**src/rtl/ltl_report_collector.sv**
```systemverilog
// ltl_report_collector: consumer end of one automata monitor cluster.
// Samples the cluster's report vector and tags every non-zero vector with the
// index of the symbol that produced it. The tagged records are queued in a
// small FIFO and handed to the host side over a valid/ready port.
// Optional feature (macro LTL_REPORT_DEDUP_EN): a contiguous run of identical
// report vectors is collapsed into one record at the first index of the run.
module ltl_report_collector #(
  parameter int N_REPORTS = 4,
  parameter int CNT_W     = 16,
  parameter int DEPTH     = 8,
  parameter int DROP_W    = 8,
  localparam int LW       = $clog2(DEPTH) + 1
) (
  input  logic                 clk,
  input  logic                 reset_n,
  input  logic                 clear,
  input  logic                 run,
  input  logic [N_REPORTS-1:0] reports,
  output logic                 out_valid,
  input  logic                 out_ready,
  output logic [CNT_W-1:0]     out_index,
  output logic [N_REPORTS-1:0] out_reports,
  output logic                 overflow,
  output logic [DROP_W-1:0]    drop_count,
  output logic [LW-1:0]        fifo_level
);

  localparam int AW = $clog2(DEPTH);
  localparam logic [LW-1:0] FULL_LEVEL = LW'(DEPTH);

  // Output handshake: a record transfers on every edge where out_valid and
  // out_ready are both high. out_valid never drops and the head record never
  // changes until that transfer happens; only clear/reset can withdraw it.

  logic [CNT_W-1:0]     idx;
  logic [CNT_W-1:0]     idx_q;
  logic                 run_q;
  logic [CNT_W-1:0]     idx_mem [DEPTH];
  logic [N_REPORTS-1:0] rep_mem [DEPTH];
  logic [LW-1:0]        wr_ptr;
  logic [LW-1:0]        rd_ptr;
  logic [LW-1:0]        level;
  logic                 full;
  logic                 pop;
  logic                 cand;
  logic                 suppress;
  logic                 push;
  logic                 drop;

  assign level       = wr_ptr - rd_ptr;
  assign full        = (level == FULL_LEVEL);
  assign out_valid   = (level != '0);
  assign pop         = out_valid && out_ready;
  // reports belong to the symbol presented one cycle earlier
  assign cand        = run_q && (reports != '0);
  assign push        = cand && !suppress && (!full || pop);
  assign drop        = cand && !suppress && full && !pop;
  assign fifo_level  = level;
  // storage is not reset, so the head is forced to zero while the FIFO is empty
  assign out_index   = out_valid ? idx_mem[rd_ptr[AW-1:0]] : '0;
  assign out_reports = out_valid ? rep_mem[rd_ptr[AW-1:0]] : '0;

  // Symbol index counter delayed by one cycle to line up with the report vector.
  always_ff @(posedge clk or negedge reset_n) begin
    if (!reset_n) begin
      idx   <= '0;
      idx_q <= '0;
      run_q <= 1'b0;
    end else if (clear) begin
      idx   <= '0;
      idx_q <= '0;
      run_q <= 1'b0;
    end else begin
      run_q <= run;
      idx_q <= idx;
      if (run) idx <= idx + CNT_W'(1);
    end
  end

  // Record storage; a push into a full FIFO overwrites the slot being popped.
  always_ff @(posedge clk) begin
    if (push && !clear) begin
      idx_mem[wr_ptr[AW-1:0]] <= idx_q;
      rep_mem[wr_ptr[AW-1:0]] <= reports;
    end
  end

  // FIFO pointers; the extra top bit separates full from empty.
  always_ff @(posedge clk or negedge reset_n) begin
    if (!reset_n) begin
      wr_ptr <= '0;
      rd_ptr <= '0;
    end else if (clear) begin
      wr_ptr <= '0;
      rd_ptr <= '0;
    end else begin
      if (push) wr_ptr <= wr_ptr + LW'(1);
      if (pop)  rd_ptr <= rd_ptr + LW'(1);
    end
  end

  // Sticky overflow flag and saturating count of dropped records.
  always_ff @(posedge clk or negedge reset_n) begin
    if (!reset_n) begin
      overflow   <= 1'b0;
      drop_count <= '0;
    end else if (clear) begin
      overflow   <= 1'b0;
      drop_count <= '0;
    end else if (drop) begin
      overflow <= 1'b1;
      if (drop_count != {DROP_W{1'b1}}) drop_count <= drop_count + DROP_W'(1);
    end
  end

`ifdef LTL_REPORT_DEDUP_EN
  logic                 hist_valid;
  logic [CNT_W-1:0]     hist_idx;
  logic [N_REPORTS-1:0] hist_rep;

  assign suppress = cand && hist_valid && (reports == hist_rep) &&
                    (idx_q == CNT_W'(hist_idx + CNT_W'(1)));

  // History of the last pushed record; a suppressed repeat advances its index
  // so the next identical vector is still seen as contiguous.
  always_ff @(posedge clk or negedge reset_n) begin
    if (!reset_n) begin
      hist_valid <= 1'b0;
      hist_idx   <= '0;
      hist_rep   <= '0;
    end else if (clear) begin
      hist_valid <= 1'b0;
      hist_idx   <= '0;
      hist_rep   <= '0;
    end else if (suppress) begin
      hist_idx <= idx_q;
    end else if (push) begin
      hist_valid <= 1'b1;
      hist_idx   <= idx_q;
      hist_rep   <= reports;
    end
  end
`else
  assign suppress = 1'b0;
`endif

endmodule

```
**config.mk**
```make
export PLATFORM = sky130hd
export DESIGN_NAME = ltl_report_collector
export DESIGN_NICKNAME = d
export VERILOG_FILES = /design/src/rtl/ltl_report_collector.sv
export SDC_FILE = /design/constraint.sdc
export NUM_CORES = 1
export LEC_CHECK = 0
export BUFFER_PORTS_ARGS = -buffer_cell sky130_fd_sc_hd__buf_2
export CAP_MARGIN = 20
export CELL_PAD_IN_SITES_DETAIL_PLACEMENT = 1
export CELL_PAD_IN_SITES_GLOBAL_PLACEMENT = 1
export CORE_ASPECT_RATIO = 0.8
export CORE_MARGIN = 5
export CORE_UTILIZATION = 45
export CTS_BUF_LIST = sky130_fd_sc_hd__clkbuf_16
export DETAILED_ROUTE_END_ITERATION = 16
export PLACE_DENSITY = 0.74
export SLEW_MARGIN = 20
export SYNTH_ARGS = -nofsm -noshare
export SYNTH_HDL_FRONTEND = slang
export SYNTH_SLANG_ARGS = --single-unit
```
**constraint.sdc**
```tcl
create_clock -name clk -period 5.96 [get_ports clk]
set_input_delay 0.596 -clock clk [delete_from_list [all_inputs] [get_ports clk]]
set_output_delay 0.596 -clock clk [all_outputs]
set_load 0.05 [all_outputs]
```
* After elaboration in Yosys (flattened, before gate mapping) *
Memories as Yosys holds them, arrays and structs flattened.
Index checks and enable logic that the tools add are counted.

storage, ports and cells
  register bits = 50
  memory bits (writable) = 160
  input port bits = 9
  output and inout port bits = 34
  memories = 2

cells by class
  $add $sub $neg = 5
  equality and inequality tests = 2
  multiplexer cells = 17
  reductions and logical operators = 18

memories
  memory   depth  width  rd ports  clocked after Yosys merged registers in  wr ports  line  RTL
  idx_mem  8      16     1         0                                        1         38    logic [CNT_W-1:0] idx_mem [DEPTH];
  rep_mem  8      4      1         0                                        1         39    logic [N_REPORTS-1:0] rep_mem [DEPTH];

operators with widths
  kind                                                             count
  16-bit two-way mux                                               4
  8-bit two-way mux                                                3
  4-bit two-way mux                                                5
  16-bit by 1-bit adder with 16-bit output, second input constant  1
  2-bit nonzero test                                               5
  4-bit by 1-bit adder with 4-bit output, second input constant    2
  8-bit by 1-bit adder with 8-bit output, second input constant    1
  8-bit != test, second input constant                             1
  4-bit nonzero test                                               2
  1-bit logical AND                                                6
  1-bit two-way mux                                                5
  4-bit == test, second input constant                             1
  4-bit subtractor                                                 1
  1-bit logical NOT                                                3
  2-bit AND reduction                                              1
  1-bit logical OR                                                 1

* Longest topological paths before layout *
  depth after elaboration = 8
  mapped depth = 10
  mapped depth without buffers = 9

* Worst setup path after synthesis *
No wires, ideal clock.

  path kind = register to output
  start point = register rd_ptr[2]
  end point = output port out_index[10]
  arrival = 3344 ps
  slack = 2020 ps
  stages on the path, launching flop included = 9
  path buffers = 2
  path through = dfrtp_1 > inv_1 > clkbuf_1 > ha_1 > xor2_1 > or3_4 > nor2_1 > clkbuf_1 > a21oi_1

between the ends
  word-level cells in the longest chain between the ends = 3
  elaborated cells on any way between the ends = 4

RTL lines
  what                    line  RTL
  start, declared         41    logic [LW-1:0] rd_ptr;
  start signal, assigned  98    if (pop) rd_ptr <= rd_ptr + LW'(1);
  4-bit subtractor        50    assign level = wr_ptr - rd_ptr;
  via fifo_level[2]       25    output logic [LW-1:0] fifo_level
  4-bit nonzero test      52    assign out_valid = (level != '0);
  16-bit two-way mux      60    assign out_index = out_valid ? idx_mem[rd_ptr[AW-1:0]] : '0;
  end, declared           21    output logic [CNT_W-1:0] out_index,

The timed path passes the listed nets, and every way through them passes these cells.

* Final worst setup path *
  start point = register rd_ptr[2]
  end point = output port out_index[8]

between the ends
  word-level cells in the longest chain between the ends = 3
  elaborated cells on any way between the ends = 4

RTL lines
  what                  line
  4-bit subtractor      50
  4-bit nonzero test    52
  16-bit two-way mux *  60

Mark *: on every way between the ends. The rest lies on a longest branch, timed or not.

==> impl_results.md <==
- Root Buffer: clkbuf_16
- Total CTS buffers: 21
- Max-cap violations: 0
- Placement Rows: 45
- Avg Synthesized Cell Area: 16.3 um^2
- Sequential share of power: 40.3%
- Fill cell count: 1813
- Sum Neg Setup Slack: 0 ns
- Starting Density: 45.3%
- Clock skew: 0.00852 ns
- Post-CTS Setup Bufs: 0
- Yosys Warn Count: 0
- Die area: 0.0218 mm^2
- Largest net degree at the start of global routing: 51
- Sw Ratio: 35.0%
- # DRC: 0
- Post-Synth XOR/XNOR Area: 2.05%
- Starting DRC count in detailed routing: 337
- Largest family of logic cells by synthesized area: multiplexers
- GP Congestion: 0.797
- Worst setup SP type: register
- WS Path Type: register to primary output
- Leak pwr: 3.63 nW
- Status: completed
- Netlist cell types: 43
- Synth top area share: 56.4%
- Largest area contributor in the netlist: edfxtp_1
- Final Cycle Share: 76.6%
- Synth Cell Area: 0.00852 mm^2
- Initial antenna violation count: 0
- Final Slew Violations: 0
- Reg clk slew, reported paths: 0.07 ns
- Peak supply drop: 0.225 mV
- Flop and latch count out of synthesis: 210
- Chip height: 133 um
- Post-Route WL: 18600 um
- Critical path arrival: 3.97 ns
- Gr usage total: 17.6%
- Minimum clock period after layout: 4.56 ns
- CTS Buffer Depth: 3
- First-pass GRT wire length: 29400 um
- Register area share after synthesis: 71.0%
- Sw Pwr: 1.39 mW
- # setup viols final: 0
- RSZ-0062 raised after global routing: no
- Register-to-Register Path Depth: 7
- Post-CTS Resized: 0
- DR WL/cell: 22.1 um
- R2R setup slack: 1.53 ns
- P&R area growth vs syn: 12.9%
- Synth Area in Compound Gates: 3.86%
- Layout cells sized above 1: 22.0%
- Critical path endpoint category: primary output
- EDFF count, synth: 160
- Clock Latency Late Sink: 0.49 ns
- Worst Max-Slew Pin Slew: 1.06 ns
- # IOs: 43
- Drt first pass iters: 5
- Top_reg_cell synth: edfxtp_1
- CTS tree: done
- R2r endpoint: idx_mem[3][5]
- Placeable Area: 0.0188 mm^2
- Remaining global-route overflow: 0
- Slew headroom: 29.5%
- Hpwl dp: 12100 um
- Buffers on Ports: 42
- Total Power: 3.98 mW
- Clock sinks: 210
- Adder-Cell Fraction of Synth Area: 1.26%
- Via Count: 4591
- Power Internal: 2.58 mW
- Worst-path maximum fanout: 23
- Post-CTS Hold Fix Bufs: 0
- Post-synthesis mux area share: 11.1%
- H-tree lvl count: 1
- Synth area leaders: edfxtp_1 (56%), dfrtp_1 (15%), mux4_2 (11%), nand2_1 (2.2%), a21oi_1 (1.9%)
- Fmax: 219 MHz
- Cell Pwr Density: 413 mW/mm^2
- Post-synthesis net count: 540
- Combinational share of power: 29.2%
- Async S/R FF share, synth: 23.8%
- Ant diodes: 0
- Number of global-route vias before repair: 4862
- Post-Synthesis Cells: 523
- Data required, critical path: 5.36 ns
- Hold Fails Final Rpt: 0
- Clock power frac: 30.5%
- Chip width: 164 um
- Layout Nets: 585
- R2R Path Start: rd_ptr[2]
- Hold/Removal Path Class: input pin to asynchronous set/reset pin
- Simple-gate share of the synthesized area: 9.06%
- Antenna viol nets, final: 0
- Vias per cell: 5.46
[logic make-up (layout without fill, tap and decap cells)]
group	Yosys count	count (layout)
flip-flops	210	210
AND/OR/NAND/NOR	153	153
AO/OA/AOI/OAI	54	54
multiplexers	44	44
buffers and inverters	34	94
XOR/XNOR	20	20
adder cells (fa/ha/maj)	8	8
[worst max path at each step]
stage | start | endpoint | slack, ns | cells after the start
after detailed placement | rd_ptr[2] | idx_mem[0][4] | 1.46 | 7
after global placement | rd_ptr[2] | idx_mem[4][2] | 1.81 | 7
final | rd_ptr[2] | out_index[8] | 1.40 | 9
after floorplan | rd_ptr[2] | out_index[10] | 2.02 | 8
after CTS | rd_ptr[2] | out_index[8] | 1.36 | 9
after global routing | rd_ptr[2] | idx_mem[2][11] | 1.16 | 7
[area by class of cell]
class | count | area, um^2 | share of cell area, %
tap | 258 | 323 | 3.36
clock inverter | 17 | 104 | 1.08
multi-input combinational | 279 | 2330 | 24.2
clock buffer | 21 | 526 | 5.46
inverter | 9 | 33.8 | 0.351
timing repair buffer | 47 | 248 | 2.57
sequential | 210 | 6060 | 63.0
[per-layer routing]
metal,track usage (%),wire [um],vias to the layer above
li1,-,-,2079
met1,28.6,9070,2393
met2,25.3,8300,101
met3,2.69,901,18
met4,3.77,293,0
met5,0,0,-
[registers in the layout, summed over array words and instances, names as in the netlist]
| name | flops |
|---|---|
| run_q | 1 |
| wr_ptr | 4 |
| idx_mem | 128 |
| idx | 16 |
| overflow | 1 |
| rep_mem | 32 |
| drop_count | 8 |
| idx_q | 16 |
| rd_ptr | 4 |
[synthesized netlist by cell type (all sizes together), types with 9 or more instances]
cell type,instances
a21oi,34
and3,11
clkbuf,19
dfrtp,50
edfxtp,160
inv,9
mux4,40
nand2,51
nand3,12
nor2,29
nor2b,20
xor2,12
[cell usage in the layout (no fill, tap or decap), drive strengths merged, types with 3 or more instances in the layout]
cell	n
nor2b	20
o31ai	6
or4	5
or3	3
dfrtp	50
ha	7
mux4	40
nand3	12
xor2	12
buf	47
and3	11
nor3	8
clkbuf	21
and4	3
inv	19
nand4	3
clkinv	6
xnor2	8
a21oi	34
edfxtp	160
o21ai	8
nand2	51
nor2	29
[critical path, stage by stage, from the launching register on]
cell	delay [ns]
dfrtp_1	0.89
inv_1	0.59
ha_1	0.52
and3b_1	0.22
o21ai_0	0.32
nand2_1	0.12
nor2_1	0.13
buf_4	0.32
a21oi_1	0.12
buf_2	0.23
[power groups by stage]
| stage | Sequential (mW) | Combinational, mW | Clock (mW) |
|---|---|---|---|
| 3_5_place_dp | 1.63 | 1.18 | 0 |
| 3_3_place_gp | 1.63 | 1.15 | 0 |
| 4_1_cts | 1.60 | 1.18 | 1.24 |
| 2_1_floorplan | 1.63 | 0.883 | 0 |
| 6_report | 1.60 | 1.16 | 1.21 |
| 5_1_grt | 1.60 | 1.23 | 1.31 |
[per-stage QoR]
step | setup WS [ns] | instances | hold slack (ns) | utilization, % | instance area (um^2)
after floorplan | 2.02 | 523 | 0.300 | - | 8520
after global placement | 1.81 | 803 | 0.487 | 47.8 | 8990
after detailed placement | 1.46 | 803 | 0.519 | 47.8 | 8990
after CTS | 1.36 | 841 | 0.221 | 51.1 | 9620
after global routing | 1.16 | 841 | 0.259 | 51.2 | 9620
final | 1.40 | 841 | 0.213 | 51.2 | 9620
(Power assumes the default switching activity.)
